## src/rtl/offset_add_arb_pkg.sv

```systemverilog
// Shared types and constants for the offset-add arbiter.
// Latency: n/a (declarations only).
// Backpressure: n/a.
package offset_add_arb_pkg;

    localparam int NUM_CH = 3;
    localparam int DATA_W = 8;
    localparam int CH_W   = 2;

    // Output register occupancy: EMPTY means out_valid=0, FULL means out_valid=1.
    typedef enum logic {
        EMPTY = 1'b0,
        FULL  = 1'b1
    } state_e;

endpackage

```

## src/rtl/offset_add_arb_if.sv

```systemverilog
// Request/response bundle between requesters/consumer and the offset-add arbiter.
// Latency: n/a (wiring only).
// Backpressure: out_ready from the consumer stalls grants while a result is held.
interface offset_add_arb_if;
    import offset_add_arb_pkg::*;

    logic [NUM_CH-1:0] req;
    logic [DATA_W-1:0] din0;
    logic [DATA_W-1:0] din1;
    logic [DATA_W-1:0] din2;
    logic [NUM_CH-1:0] gnt;
    logic              out_valid;
    logic [DATA_W-1:0] out_data;
    logic [CH_W-1:0]   out_ch;
    logic              out_ready;
    logic [DATA_W-1:0] txn_cnt;

    // Requesters plus downstream consumer side.
    modport master (
        output req, din0, din1, din2, out_ready,
        input  gnt, out_valid, out_data, out_ch, txn_cnt
    );

    // Arbiter side.
    modport slave (
        input  req, din0, din1, din2, out_ready,
        output gnt, out_valid, out_data, out_ch, txn_cnt
    );
endinterface

```

## src/rtl/offset_add_arb_rr_arb3.sv

```systemverilog
// Three-way round-robin grant: search starts at last+1 and wraps 2->0.
// Latency: combinational.
// Backpressure: none here; the caller masks the grant when it cannot accept.
module rr_arb3
    import offset_add_arb_pkg::*;
(
    input  logic [NUM_CH-1:0] req,
    input  logic [CH_W-1:0]   last,
    output logic [NUM_CH-1:0] gnt
);

    // Priority rotates so the channel after the last winner is checked first.
    always_comb begin
        gnt = '0;
        case (last)
            2'd0: begin
                if      (req[1]) gnt = 3'b010;
                else if (req[2]) gnt = 3'b100;
                else if (req[0]) gnt = 3'b001;
            end
            2'd1: begin
                if      (req[2]) gnt = 3'b100;
                else if (req[0]) gnt = 3'b001;
                else if (req[1]) gnt = 3'b010;
            end
            // last=2 (and the unreachable 3) start the search at channel 0.
            default: begin
                if      (req[0]) gnt = 3'b001;
                else if (req[1]) gnt = 3'b010;
                else if (req[2]) gnt = 3'b100;
            end
        endcase
    end

endmodule

```

## src/rtl/offset_add_arb.sv

```systemverilog
// Round-robin arbiter feeding one shared adder that adds a per-channel constant offset.
// Latency: 1 cycle from gnt to registered result.
// Backpressure: result held and gnt suppressed while FULL and out_ready=0; no bubble on accept.
module offset_add_arb
    import offset_add_arb_pkg::*;
#(
    parameter int P_BASE  = 23,
    parameter int P_LOCAL = 42
) (
    input  logic            clk,
    input  logic            rst,
    offset_add_arb_if.slave bus
);

    // Offsets fold to 8 bits at elaboration; the adder wraps modulo 256.
    localparam logic [DATA_W-1:0] OFF0 = DATA_W'(P_LOCAL);
    localparam logic [DATA_W-1:0] OFF1 = DATA_W'(P_BASE + P_LOCAL);
    localparam logic [DATA_W-1:0] OFF2 = DATA_W'(P_BASE);

    state_e            state_q, state_d;
    logic [DATA_W-1:0] out_data_q, out_data_d;
    logic [CH_W-1:0]   out_ch_q, out_ch_d;
    logic [CH_W-1:0]   last_q, last_d;
    logic [DATA_W-1:0] txn_cnt_q, txn_cnt_d;

    logic [NUM_CH-1:0] arb_gnt;
    logic [NUM_CH-1:0] gnt;
    logic              slot;
    logic              consume;
    logic [DATA_W-1:0] sel_din;
    logic [DATA_W-1:0] sel_off;
    logic [CH_W-1:0]   sel_idx;

    rr_arb3 u_arb (
        .req  (bus.req),
        .last (last_q),
        .gnt  (arb_gnt)
    );

    // Accept slot, grant masking and shared-adder operand selection.
    always_comb begin
        slot    = (state_q == EMPTY) || bus.out_ready;
        gnt     = (slot && !rst) ? arb_gnt : '0;
        consume = (state_q == FULL) && bus.out_ready;
        sel_din = bus.din0;
        sel_off = OFF0;
        sel_idx = 2'd0;
        if (gnt[1]) begin
            sel_din = bus.din1;
            sel_off = OFF1;
            sel_idx = 2'd1;
        end else if (gnt[2]) begin
            sel_din = bus.din2;
            sel_off = OFF2;
            sel_idx = 2'd2;
        end
    end

    // Next-state: load on grant, drain when consumed without a refill.
    always_comb begin
        state_d    = state_q;
        out_data_d = out_data_q;
        out_ch_d   = out_ch_q;
        last_d     = last_q;
        txn_cnt_d  = txn_cnt_q + (consume ? 8'd1 : 8'd0);
        if (|gnt) begin
            state_d    = FULL;
            out_data_d = sel_din + sel_off;
            out_ch_d   = sel_idx;
            last_d     = sel_idx;
        end else if (consume) begin
            state_d = EMPTY;
        end
    end

    // Registers with synchronous reset; last=2 gives channel 0 first priority.
    always_ff @(posedge clk) begin
        if (rst) begin
            state_q    <= EMPTY;
            out_data_q <= '0;
            out_ch_q   <= '0;
            last_q     <= 2'd2;
            txn_cnt_q  <= '0;
        end else begin
            state_q    <= state_d;
            out_data_q <= out_data_d;
            out_ch_q   <= out_ch_d;
            last_q     <= last_d;
            txn_cnt_q  <= txn_cnt_d;
        end
    end

    assign bus.gnt       = gnt;
    assign bus.out_valid = (state_q == FULL);
    assign bus.out_data  = out_data_q;
    assign bus.out_ch    = out_ch_q;
    assign bus.txn_cnt   = txn_cnt_q;

endmodule
```

## src/flat_wrapper.sv

```systemverilog
// flat-port wrapper written by rule: the top's interface ports become plain ports
module offset_add_arb_flat import offset_add_arb_pkg::*;
#(
    parameter int P_BASE  = 23,
    parameter int P_LOCAL = 42
)
  (clk, rst, bus_req, bus_din0, bus_din1, bus_din2, bus_out_ready, bus_gnt, bus_out_valid, bus_out_data, bus_out_ch, bus_txn_cnt);
  offset_add_arb_if bus_i ();
  input  logic clk;
  input  logic rst;
  input wire logic [$bits(bus_i.req)-1:0] bus_req;
  input wire logic [$bits(bus_i.din0)-1:0] bus_din0;
  input wire logic [$bits(bus_i.din1)-1:0] bus_din1;
  input wire logic [$bits(bus_i.din2)-1:0] bus_din2;
  input wire logic [$bits(bus_i.out_ready)-1:0] bus_out_ready;
  output wire logic [$bits(bus_i.gnt)-1:0] bus_gnt;
  output wire logic [$bits(bus_i.out_valid)-1:0] bus_out_valid;
  output wire logic [$bits(bus_i.out_data)-1:0] bus_out_data;
  output wire logic [$bits(bus_i.out_ch)-1:0] bus_out_ch;
  output wire logic [$bits(bus_i.txn_cnt)-1:0] bus_txn_cnt;
  assign bus_i.req = bus_req;
  assign bus_i.din0 = bus_din0;
  assign bus_i.din1 = bus_din1;
  assign bus_i.din2 = bus_din2;
  assign bus_i.out_ready = bus_out_ready;
  assign bus_gnt = bus_i.gnt;
  assign bus_out_valid = bus_i.out_valid;
  assign bus_out_data = bus_i.out_data;
  assign bus_out_ch = bus_i.out_ch;
  assign bus_txn_cnt = bus_i.txn_cnt;
  offset_add_arb #(.P_BASE(P_BASE), .P_LOCAL(P_LOCAL)) u_core (.clk(clk), .rst(rst), .bus(bus_i));
endmodule
```

## config.mk

```make
export PLATFORM = sky130hd
export DESIGN_NAME = offset_add_arb_flat
export DESIGN_NICKNAME = d
export VERILOG_FILES = /design/src/rtl/offset_add_arb_pkg.sv /design/src/rtl/offset_add_arb_if.sv /design/src/rtl/offset_add_arb_rr_arb3.sv /design/src/rtl/offset_add_arb.sv /design/src/flat_wrapper.sv
export SDC_FILE = /design/constraint.sdc
export NUM_CORES = 1
export LEC_CHECK = 0
export CORE_AREA = 3 3 80 82
export DETAILED_ROUTE_END_ITERATION = 8
export DIE_AREA = 0 0 83 85
export PLACE_DENSITY = 0.5
export SYNTH_ARGS = -nofsm -noshare
export SYNTH_HDL_FRONTEND = slang
export SYNTH_SLANG_ARGS = --single-unit
```

## constraint.sdc

```tcl
create_clock -name clk -period 2.9 [get_ports clk]
set_input_delay 0.435 -clock clk [delete_from_list [all_inputs] [get_ports clk]]
set_output_delay 0.435 -clock clk [all_outputs]
set_load 0.1 [all_outputs]
```

==> results of run 1 <==
==> logic make-up after synthesis <==
| family | share of synthesized area (%) |
|---|---|
| buf+inv | 6.12 |
| xor+xnor | 6.21 |
| compound gates | 24.6 |
| fa+ha+maj | 6.21 |
| simple gates | 26.3 |
| mux | 2.22 |
| flops | 28.4 |
==> worst min-delay path by stage <==
stage / from / cells past startpoint / to / slack [ns]
after floorplan: u_core.bus.out_ch[0]$_SDFFE_PP0P_ / 2 / u_core.bus.out_ch[0]$_SDFFE_PP0P_ / 0.46
after global placement: u_core.bus.out_data[1]$_SDFFE_PP0P_ / 2 / u_core.bus.out_data[1]$_SDFFE_PP0P_ / 0.45
after detailed placement: u_core.bus.out_data[1]$_SDFFE_PP0P_ / 2 / u_core.bus.out_data[1]$_SDFFE_PP0P_ / 0.45
after CTS: u_core.bus.out_data[3]$_SDFFE_PP0P_ / 2 / u_core.bus.out_data[3]$_SDFFE_PP0P_ / 0.47
after global routing: u_core.bus.out_data[3]$_SDFFE_PP0P_ / 2 / u_core.bus.out_data[3]$_SDFFE_PP0P_ / 0.50
final: u_core.bus.out_data[3]$_SDFFE_PP0P_ / 2 / u_core.bus.out_data[3]$_SDFFE_PP0P_ / 0.47
==> power breakdown <==
group,switching (mW),internal [mW]
registers,0.0194,0.300
clock network,0.102,0.150
logic,0.341,0.204
==> flip-flops by register name, summed over array words and instances, names as in the netlist <==
register / count
u_core.bus.out_data: 8
u_core.bus.out_ch: 2
u_core.last_q: 1
u_core.bus.out_valid: 1
u_core.bus.txn_cnt: 8
==> repair_timing <==
action,4_1_cts,5_1_grt
buffers inserted,3,2
pin swaps,9,8
resized for setup,7,15
endpoints found under the setup margin,6,5
hold buffers,0,0
==> cell type report <==
| class | count | area [sq um] | area share (%) |
|---|---|---|---|
| inverters | 8 | 47.5 | 2.00 |
| repair buffers | 85 | 753 | 31.7 |
| well taps | 75 | 93.8 | 3.95 |
| flip-flops and latches | 20 | 404 | 17.0 |
| clock buffers | 4 | 66.3 | 2.79 |
| multi-input cells | 141 | 1010 | 42.5 |
==> metal layers <==
metal	up-vias	GRT usage (%)	part of all wire, %
li1	809	-	-
met1	764	17.3	46
met2	29	23.0	50
met3	4	2.82	2.8
met4	0	2.82	1.1
met5	-	0	0
==> layout by cell type, fill, tap and decap left out, types with 3 or more instances in the layout <==
cell and instances:
nor2_1 21, clkbuf_8 3, ha_1 5, dfxtp_1 19
o21ai_0 5, inv_2 3, a31oi_1 3, a21oi_1 5
nor2b_1 4, clkdlybuf4s50_1 24, xor2_1 5, xnor2_1 5
inv_1 3, nand2_1 10, buf_4 52, dlygate4sd2_1 3
buf_12 3, nand3_1 10, and3_1 5, o22ai_1 5
nor3_1 7
==> stage by stage <==
| stage | instances | setup TNS [ns] |
|---|---|---|
| 3_3_place_gp | 324 | -2.41 |
| 6_report | 333 | 0 |
| 5_1_grt | 333 | -0.0195 |
| 4_1_cts | 331 | 0 |
| 3_5_place_dp | 324 | -2.61 |
| 2_1_floorplan | 176 | 0 |
==> worst register-to-register path, delay by kind of cell, from the launching register on <==
kind            cells  cell delay (ns)
flops               1             0.47
fa+ha+maj           1             0.21
buf+inv             2             0.14
mux                 1             0.33
simple gates        5             0.51
compound gates      4             0.83
==> impl_results.md, run 1 <==
* Final Util at slightly above 40%
* Crit start category: input pin
* Drt first-iter violations at slightly above 60
* CP max FO at 5
* Synth warnings at 0
* CP endpoint: u_core.bus.out_data[5]$_SDFFE_PP0P_
* Syn Inst Count at approximately 180
* Worst-path clk slew at around 0.080 ns
* Io pins at 52
* Final nets at between 200 and 300
* Largest net degree at the start of global routing at 18
* Crit-path slowest cell: ha_2
* Leakage at about 1.0 nW
* Antenna viol nets, final at 0
* TritonCTS clock tree: built
* Post-synth EDFFs at 0
* Vias in the first global route at approximately 1,600
* Synth async-reset ratio at 0%
* TritonRoute pass-1 iters at 4
* Crit path kind: input pin to register
* Most numerous cell in the Yosys netlist: nor2_1
* RSZ-0062 raised after global routing: true
* Area leader, netlist: dfxtp_1
* Synth Cell Area at 1410 sq um
* First-pass GRT wire length at about 8 mm
* Worst-margin pin slew at approximately 0.48 ns
* Worst vdd ir at approximately 0.37 mV
* R2r worst-path depth at 13
* Clk_skew at approximately 0.0015 ns
* Yosys top cell area share at approximately 28%
* Vias/cell at approximately 4.8
* DPL Wire Length at just under 4 mm
* N_diodes at 0
* Share of layout cells above drive strength 1 at 34.9%
* Core box area at 5820 sq um
* Max Freq at around 360 MHz
* Clk buf depth at 2
* Setup crit end kind: register
* Hold WS at ~0.47 ns
* Final setup violating endpoints at 0
* Max-slew violations at 0
* FP Rows at 28
* Critical path depth at 13
* Final period util at approximately 96%
* Clock sinks at 20
* Pre-CTS setup slack at -0.562 ns
* CP startpoint: bus_req[0]
* Vias post-DR at between 1,500 and 2,000
* Final Hold Vio Count at 0
* Avg Cell Area, Syn at ~8 sq um
* H-Tree Depth at 1
* Die area at slightly above 7000 sq um
* Bufs and invs on worst path at 4
* Tmin final at ~2.8 ns
* R2r endpoint: u_core.bus.out_data[5]$_SDFFE_PP0P_
* Ys flop type: dfxtp_1
* Synth unique cells at between 50 and 60
* Initial antenna violation count at 0
* CP top delay family: simple AND/OR/NAND/NOR gates
* Register area share after synthesis at 28.4%
* Crit path arrival time at 2.94 ns
* Run status: finished clean
* Grt ovf at 0
* PD cells at ~470 nW/um^2
* Initial Util at approximately 24%
* FF+latch count, synth at 20
* Worst slew margin at between 60 and 70%
* Final Cell Area at 2380 sq um
* Width of the die at about 83 um
* Net Count, Synth at about 210
* Routability cong. at slightly below 0.9
* Buffers on Ports at a little over 50
* DR WL/cell at 14.2 um
* Vert. Die Dim at 85 um
* CTS Buf Count at 3
* Worst setup margin at between 0.1 and 0.15 ns
* Hold Crit Class: register to register
* Worst reg2reg startpoint: u_core.last_q[1]$_SDFFE_PP1P_
* All-Layer GR Usage at 13.4%
* Max-Cap Viols at 0
* Top post-synthesis cells by area: dfxtp_1 (28%), ha_1 (6.2%), nor2_1 (6.1%)
* Residual DRC at 0
* Slowest stage delay, CP at 0.37 ns
* FILL cells at around 630
* Clk root buf: clkbuf_8
* Worst-Skew Late Latency at 0.26 ns
* WL final at between 4 and 5 mm
* Area after DPL at 2200 sq um
* Synth cell count leaders: nor2_1 (23), dfxtp_1 (20), nand3_1 (11)
* Total power at approximately 1.1 mW
* Data required time of the worst path at a little over 3 ns
* Layout area overhead at 68.5%
* Critical path, cell by cell: dlygate4sd2_1, or2_1, a21o_1, or2_4, buf_6, buf_4, o22ai_1, nor2_1, ha_2, inv_2, and3_1, mux2_1, a311o_1
* R2R Setup Slk at around 0.3 ns
No activity file was read; power rests on OpenSTA's default activity.
==> run 2, diff against run 1 <==
--- a/config.mk
+++ b/config.mk
@@ -5,10 +5,11 @@
 export SDC_FILE = /design/constraint.sdc
 export NUM_CORES = 1
 export LEC_CHECK = 0
-export CORE_AREA = 3 3 80 82
+export CORE_AREA = 3 3 73 75
+export CTS_CLUSTER_SIZE = 8
 export DETAILED_ROUTE_END_ITERATION = 8
-export DIE_AREA = 0 0 83 85
-export PLACE_DENSITY = 0.5
+export DIE_AREA = 0 0 76 78
+export PLACE_DENSITY = 0.59
 export SYNTH_ARGS = -nofsm -noshare
 export SYNTH_HDL_FRONTEND = slang
 export SYNTH_SLANG_ARGS = --single-unit
==> run 2 against run 1 <==
Net effect: register-to-register slack got worse by 0.13 ns; combinational power increased by 5.5%; design area grew 4.4%; non-clock buffer count up 7; hold slack improved by 0.0064 ns; via count is 5.1% higher; sequential cell count is the same; critical path type unchanged.
==> impl_results.md, run 2 (same netlist as run 1, synthesis figures left out) <==
* Worst slew margin at 67.7% (+0.36 points)
* Slowest stage delay, CP at 0.33 ns (-0.04 ns)
* CTS Buf Count at 3 (unchanged)
* Crit start category: input pin
* Bufs and invs on worst path at 3 (-1)
* N_diodes at 0 (unchanged)
* Clk root buf: clkbuf_8
* Vias/cell at 5.08 (+5.4%)
* Met1 Use GR at 19.8% (+2.5 points)
* Final Hold Vio Count at 0 (unchanged)
* Initial antenna violation count at 0 (unchanged)
* Tmin final at 2.88 ns (+0.101 ns)
* Final period util at 99.4% (+3.5 points)
* Final Util at 52.5% (+12 points)
* Switching share of total power at 41.3% (-0.20 points)
* Worst vdd ir at 0.331 mV (-9.7%)
* RSZ-0062 raised after global routing: true
* Total power at 1.14 mW (+2.2%)
* Power Internal at 670 uW (+2.5%)
* Max Freq at 347 MHz (-3.5%)
* Combinational share of power at 50.4% (+1.6 points)
* Worst-Skew Late Latency at 0.26 ns (about the same)
* Buffers on Ports at 51 (unchanged)
* Setup crit end kind: register
* DPL Wire Length at 3.71 mm (-4.2%)
* Clk_skew at 0.00244 ns (+0.000988 ns)
* Routability cong. at 0.866 (-1.7%)
* Worst-path clk slew at 0.08 ns (about the same)
* Hold Buf Count CTS at 0 (unchanged)
* Critical path, cell by cell: dlygate4sd2_1, or2_1, a21o_1, or2_4, buf_12, buf_4, o22ai_2, nor2_1, ha_1, a21o_1, a21oi_2, o21bai_1, a2bb2oi_2, and2_1, o31ai_1
* Width of the die at 76 um (-8.4%)
* TritonCTS clock tree: built
* Clk buf depth at 2 (unchanged)
* Most frequent cells in the layout: buf_4 (57), clkdlybuf4s50_1 (25), nor2_1 (23), dfxtp_1 (19), nand2_1 (10)
* All-Layer GR Usage at 15.9% (+2.5 points)
* Die area at 5930 sq um (-16%)
* Layout area overhead at 75.9%
* Most used routing layer: met2
* Vias post-DR at 1,688 (+5.1%)
* Final setup violating endpoints at 0 (unchanged)
* GRT met3 Usage at 3.25% (+0.43 points)
* Largest net degree at the start of global routing at 18 (unchanged)
* Final nets at 303 (+2.4%)
* Hold Crit Class: register to register
* CP max FO at 4 (-1)
* DR WL/cell at 15.0 um (+5.4%)
* Grt ovf at 0 (unchanged)
* Share of layout cells above drive strength 1 at 37.7% (+2.9 points)
* Crit path kind: input pin to register
* Reg power frac at 27.8% (-0.8 points)
* Initial Util at 29.9% (+5.6 points)
* CP top delay family: compound AO/OA/AOI/OAI gates
* M2 GR Usage at 27.4% (+4.4 points)
* Commonest non-fill, non-tap cell in the layout: buf_4
* Antenna viol nets, final at 0 (unchanged)
* Leakage at 1.09 nW (+3.8%)
* Io pins at 52 (unchanged)
* Data required time of the worst path at 3.04 ns (-0.02 ns)
* WL final at 4.99 mm (+5.1%)
* Clock sinks at 20 (unchanged)
* Residual DRC at 0 (unchanged)
* Net Switching at 471 uW (+1.7%)
* Most used cell, CP: a21o_1
* Clock power share at 21.8% (-0.8 points)
* Crit-path slowest cell: ha_1
* PD cells at 460 nW/um^2 (-2.1%)
* Max-slew violations at 0 (unchanged)
* Vert. Die Dim at 78 um (-8.2%)
* Worst-margin pin slew at 0.480 ns (-0.00531 ns)
* Crit path arrival time at 3.03 ns (+0.09 ns)
* Drt first-iter violations at 103 (+66%)
* Run status: finished clean
* H-Tree Depth at 1 (unchanged)
* First-pass GRT wire length at 7.73 mm (-0.81%)
* TritonRoute pass-1 iters at 4 (unchanged)
* Core box area at 4720 sq um (-19%)
* Vias in the first global route at 1,655 (+3.1%)
* FP Rows at 25 (-11%)
* Max-Cap Viols at 0 (unchanged)
==> run 2: cell count changes in the layout (fill, tap and decap cells not counted), moves of 2 or more <==
cell | before | now
buf_4 | 52 | 57
o22ai_1 | 5 | 1
a31oi_1 | 3 | 1
o22ai_2 | 1 | 5
nor2_1 | 21 | 23
nor2_2 | 2 | 0
dlymetal6s2s_1 | 2 | 0
buf_12 | 3 | 5
==> run 2: timing repair <==
action	CTS	global route
buffers inserted	5	2
resized for setup	11	15
pin swaps	8	13
endpoints found under the setup margin	5	4
==> run 2: final timing paths <==
kind                                                           from                             endpoint  slack, ns  cells past startpoint
worst min-delay path            u_core.bus.out_data[1]$_SDFFE_PP0P_  u_core.bus.out_data[1]$_SDFFE_PP0P_       0.47                      2
worst max-delay path                                     bus_req[1]  u_core.bus.out_data[7]$_SDFFE_PP0P_       0.02                     15
worst min register to register  u_core.bus.out_data[1]$_SDFFE_PP0P_  u_core.bus.out_data[1]$_SDFFE_PP0P_       0.47                      2
worst max register to register        u_core.last_q[1]$_SDFFE_PP1P_  u_core.bus.out_data[5]$_SDFFE_PP0P_       0.17                     13
==> run 2: final cells by class <==
cell class	instances	area (sq um)
inverters	8	47.5
fillers	463	2240
well taps	67	83.8
clock buffers	4	66.3
flip-flops and latches	20	404
multi-input cells	141	1050
repair buffers	92	825
==> run 2: metrics by stage <==
step / setup TNS (ns) / setup WS (ns) / area, sq um / hold slack [ns] / instances
floorplan: 0 / 0.00898 / 1440 / 0.461 / 176
global route: -0.138 / -0.0633 / 2480 / 0.500 / 332
finish: 0 / 0.0166 / 2480 / 0.472 / 332
global placement: -2.36 / -0.512 / 2250 / 0.450 / 321
CTS: 0 / 0.00659 / 2380 / 0.473 / 330
detailed placement: -2.52 / -0.554 / 2250 / 0.453 / 321
==> run 2: metal layers <==
layer	share of wire (%)	routed length (um)
met3	4.0	198
met5	0	0
met1	44	2190
met2	50	2510
met4	1.9	96
==> run 2: power groups by stage <==
stage / clock network (mW) / logic (mW) / registers [mW]
after floorplan: 0 / 0.181 / 0.485
after global placement: 0 / 0.532 / 0.322
after detailed placement: 0 / 0.531 / 0.322
after CTS: 0.257 / 0.543 / 0.317
after global routing: 0.262 / 0.605 / 0.321
final: 0.248 / 0.575 / 0.317
==> run 2: worst min-delay path: stages, from the launching register on <==
cell and delay (ns):
dfxtp_1 0.32, nand2_1 0.05, a21oi_1 0.06
==> run 3, diff against run 2 <==
--- a/config.mk
+++ b/config.mk
@@ -9,7 +9,7 @@
 export CTS_CLUSTER_SIZE = 8
 export DETAILED_ROUTE_END_ITERATION = 8
 export DIE_AREA = 0 0 76 78
-export PLACE_DENSITY = 0.59
+export PLACE_DENSITY = 0.57
 export SYNTH_ARGS = -nofsm -noshare
 export SYNTH_HDL_FRONTEND = slang
 export SYNTH_SLANG_ARGS = --single-unit
==> constraint.sdc (replaced) <==
create_clock -name clk -period 3.3 [get_ports clk]
set_input_delay 0.495 -clock clk [delete_from_list [all_inputs] [get_ports clk]]
set_output_delay 0.495 -clock clk [all_outputs]
set_load 0.1 [all_outputs]
==> run 3 against run 2 <==
Net effect: non-clock buffer count fell by 11; via count fell by 8.7%; register-to-register slack improved by 0.40 ns; largest power group unchanged; critical path depth fell by 3; sequential power fell by 13%; clock power fell by 10%.
==> impl_results.md, run 3 (same netlist as run 1, synthesis figures left out) <==
* Run status: finished clean
* Critical path, cell by cell: clkdlybuf4s50_1, or2_1, a21o_1, or2_4, o22ai_1, nor2_1, ha_1, o221ai_1, nand3_1, a31oi_1, mux2_1, a311o_1
* Non-Filler Instances at 321 (-3.3%)
* Commonest non-fill, non-tap cell in the layout: clkdlybuf4s50_1
* Worst-margin pin slew at 0.991 ns (+0.512 ns)
* PD cells at 418 nW/um^2 (-9.1%)
* Worst vdd ir at 0.267 mV (-19%)
* Crit start category: input pin
* Clock sinks at 20 (unchanged)
* Largest net degree at the start of global routing at 18 (unchanged)
* Io pins at 52 (unchanged)
* Max-slew violations at 0 (unchanged)
* # placed instances at 317 (-1.2%)
* Worst-Skew Late Latency at 0.27 ns (about the same)
* Hold Buf Count CTS at 0 (unchanged)
* Max Freq at around 320 MHz
* Most frequent cells in the layout: clkdlybuf4s50_1 (47), buf_4 (31), nor2_1 (23), dfxtp_1 (19), nand3_1 (11)
* Data required time of the worst path at 3.46 ns (+0.42 ns)
* Final period util at a little over nine tenths
* Crit-path slowest cell: clkdlybuf4s50_1
* Slowest stage delay, CP at 0.46 ns (+0.13 ns)
* Final setup violating endpoints at 0 (unchanged)
* TritonRoute pass-1 iters at 4 (unchanged)
* All-Layer GR Usage at 15.1% (-0.75 points)
* Residual DRC at 0 (unchanged)
* WL final at 4.49 mm (-10%)
* Hold Crit Class: register to register
* Worst-path clk slew at 0.08 ns (about the same)
* Width of the die at 76 um (unchanged)
* Die area at 5930 sq um (unchanged)
* CP max FO at 5 (+1)
* Vias post-DR at 1,541 (-8.7%)
* TritonCTS clock tree: built
* Grt ovf at 0 (unchanged)
* Total power at 956 uW (-16%)
* Clk buf depth at 2 (unchanged)
* Initial antenna violation count at 0 (unchanged)
* Drt first-iter violations at 82 (-20%)
* Core box area at 4720 sq um (unchanged)
* Vias/cell at 4.80 (-5.6%)
* N_diodes at 0 (unchanged)
* Initial Util at 29.9% (unchanged)
* H-Tree Depth at 1 (unchanged)
* Vert. Die Dim at 78 um (unchanged)
* Clk root buf: clkbuf_8
* Crit path kind: input pin to register
* Worst slew margin at 33.7% (-34 points)
* Antenna viol nets, final at 0 (unchanged)
* Max-Cap Viols at 0 (unchanged)
* CTS Buf Count at 3 (unchanged)
* Vias in the first global route at 1,531 (-7.5%)
* Worst setup margin at 0.160 ns (+0.143 ns)
* Routability cong. at 0.939 (+8.3%)
* Layout area overhead at 62.2%
* Buffers on Ports at 51 (unchanged)
* Final Hold Vio Count at 0 (unchanged)
* RSZ-0062 raised after global routing: false
* Clk_skew at 0.00456 ns (+0.00212 ns)
* DPL Wire Length at 3.71 mm (-0.20%)
* Setup crit end kind: register
* Final nets at 292 (-3.6%)
* Leakage at 0.953 nW (-12%)
* Share of layout cells above drive strength 1 at 19.7% (-18 points)
* DR WL/cell at 14.0 um (-7.0%)
* Tmin final at ~3.1 ns
* First-pass GRT wire length at 7.36 mm (-4.9%)
* FP Rows at 25 (unchanged)
* Crit path arrival time at 3.30 ns (+0.27 ns)
* Pre-CTS setup slack at -0.233 ns (+0.320 ns)
* FILL cells at 459 (-0.86%)
==> run 3: worst max-delay path, delay by kind of cell <==
| kind | cells | cell delay [ns] |
|---|---|---|
| AO/OA/AOI/OAI | 5 | 1.05 |
| adder cells (fa/ha/maj) | 1 | 0.22 |
| buffers and inverters | 1 | 0.46 |
| multiplexers | 1 | 0.34 |
| AND/OR/NAND/NOR | 4 | 0.72 |
==> run 3: repair_timing <==
| action | 4_1_cts | 5_1_grt |
|---|---|---|
| gates resized for setup | 0 | 2 |
| setup endpoints to repair | 0 | 4 |
| setup buffers | 0 | 0 |
==> run 3: stage by stage <==
| step | util, % | instance area (sq um) | setup TNS, ns | hold WS [ns] |
|---|---|---|---|---|
| after CTS | 48.3 | 2280 | 0 | 0.466 |
| after global placement | 46.9 | 2210 | -0.344 | 0.447 |
| final | 48.4 | 2290 | 0 | 0.462 |
| after detailed placement | 46.9 | 2210 | -0.702 | 0.452 |
| after floorplan | - | 1410 | 0 | 0.461 |
| after global routing | 48.4 | 2290 | 0 | 0.487 |
==> run 3: cell type report <==
class	instances	area [sq um]	share of cell area, %
clock buffer	4	66.3	2.90
tap	67	83.8	3.67
timing repair buffer	81	763	33.4
inverter	8	40.0	1.75
multi-input combinational	141	930	40.6
sequential	20	404	17.7
==> run 3: report_power, final <==
part | switching, mW | total, mW | internal [mW]
clock network | 0.0900 | 0.222 | 0.132
registers | 0.0134 | 0.277 | 0.263
logic | 0.288 | 0.457 | 0.170
==> run 3: routing by layer <==
metal  up-vias  wire length (um)  track usage, %
met4         0                62            4.89
met5         -                 0               0
met1       686              2040            18.9
met2        46              2210            26.2
li1        803                 -               -
met3         6               173            2.78
==> run 3: path summary, 6_finish.rpt <==
path | start | to | slack [ns] | cells after the start
worst max-delay path | bus_req[1] | u_core.bus.out_data[5]$_SDFFE_PP0P_ | 0.16 | 12
worst min-delay path | u_core.bus.out_data[4]$_SDFFE_PP0P_ | u_core.bus.out_data[4]$_SDFFE_PP0P_ | 0.46 | 2
worst max register to register | u_core.last_q[1]$_SDFFE_PP1P_ | u_core.bus.out_data[5]$_SDFFE_PP0P_ | 0.57 | 12
worst min register to register | u_core.bus.out_data[4]$_SDFFE_PP0P_ | u_core.bus.out_data[4]$_SDFFE_PP0P_ | 0.46 | 2
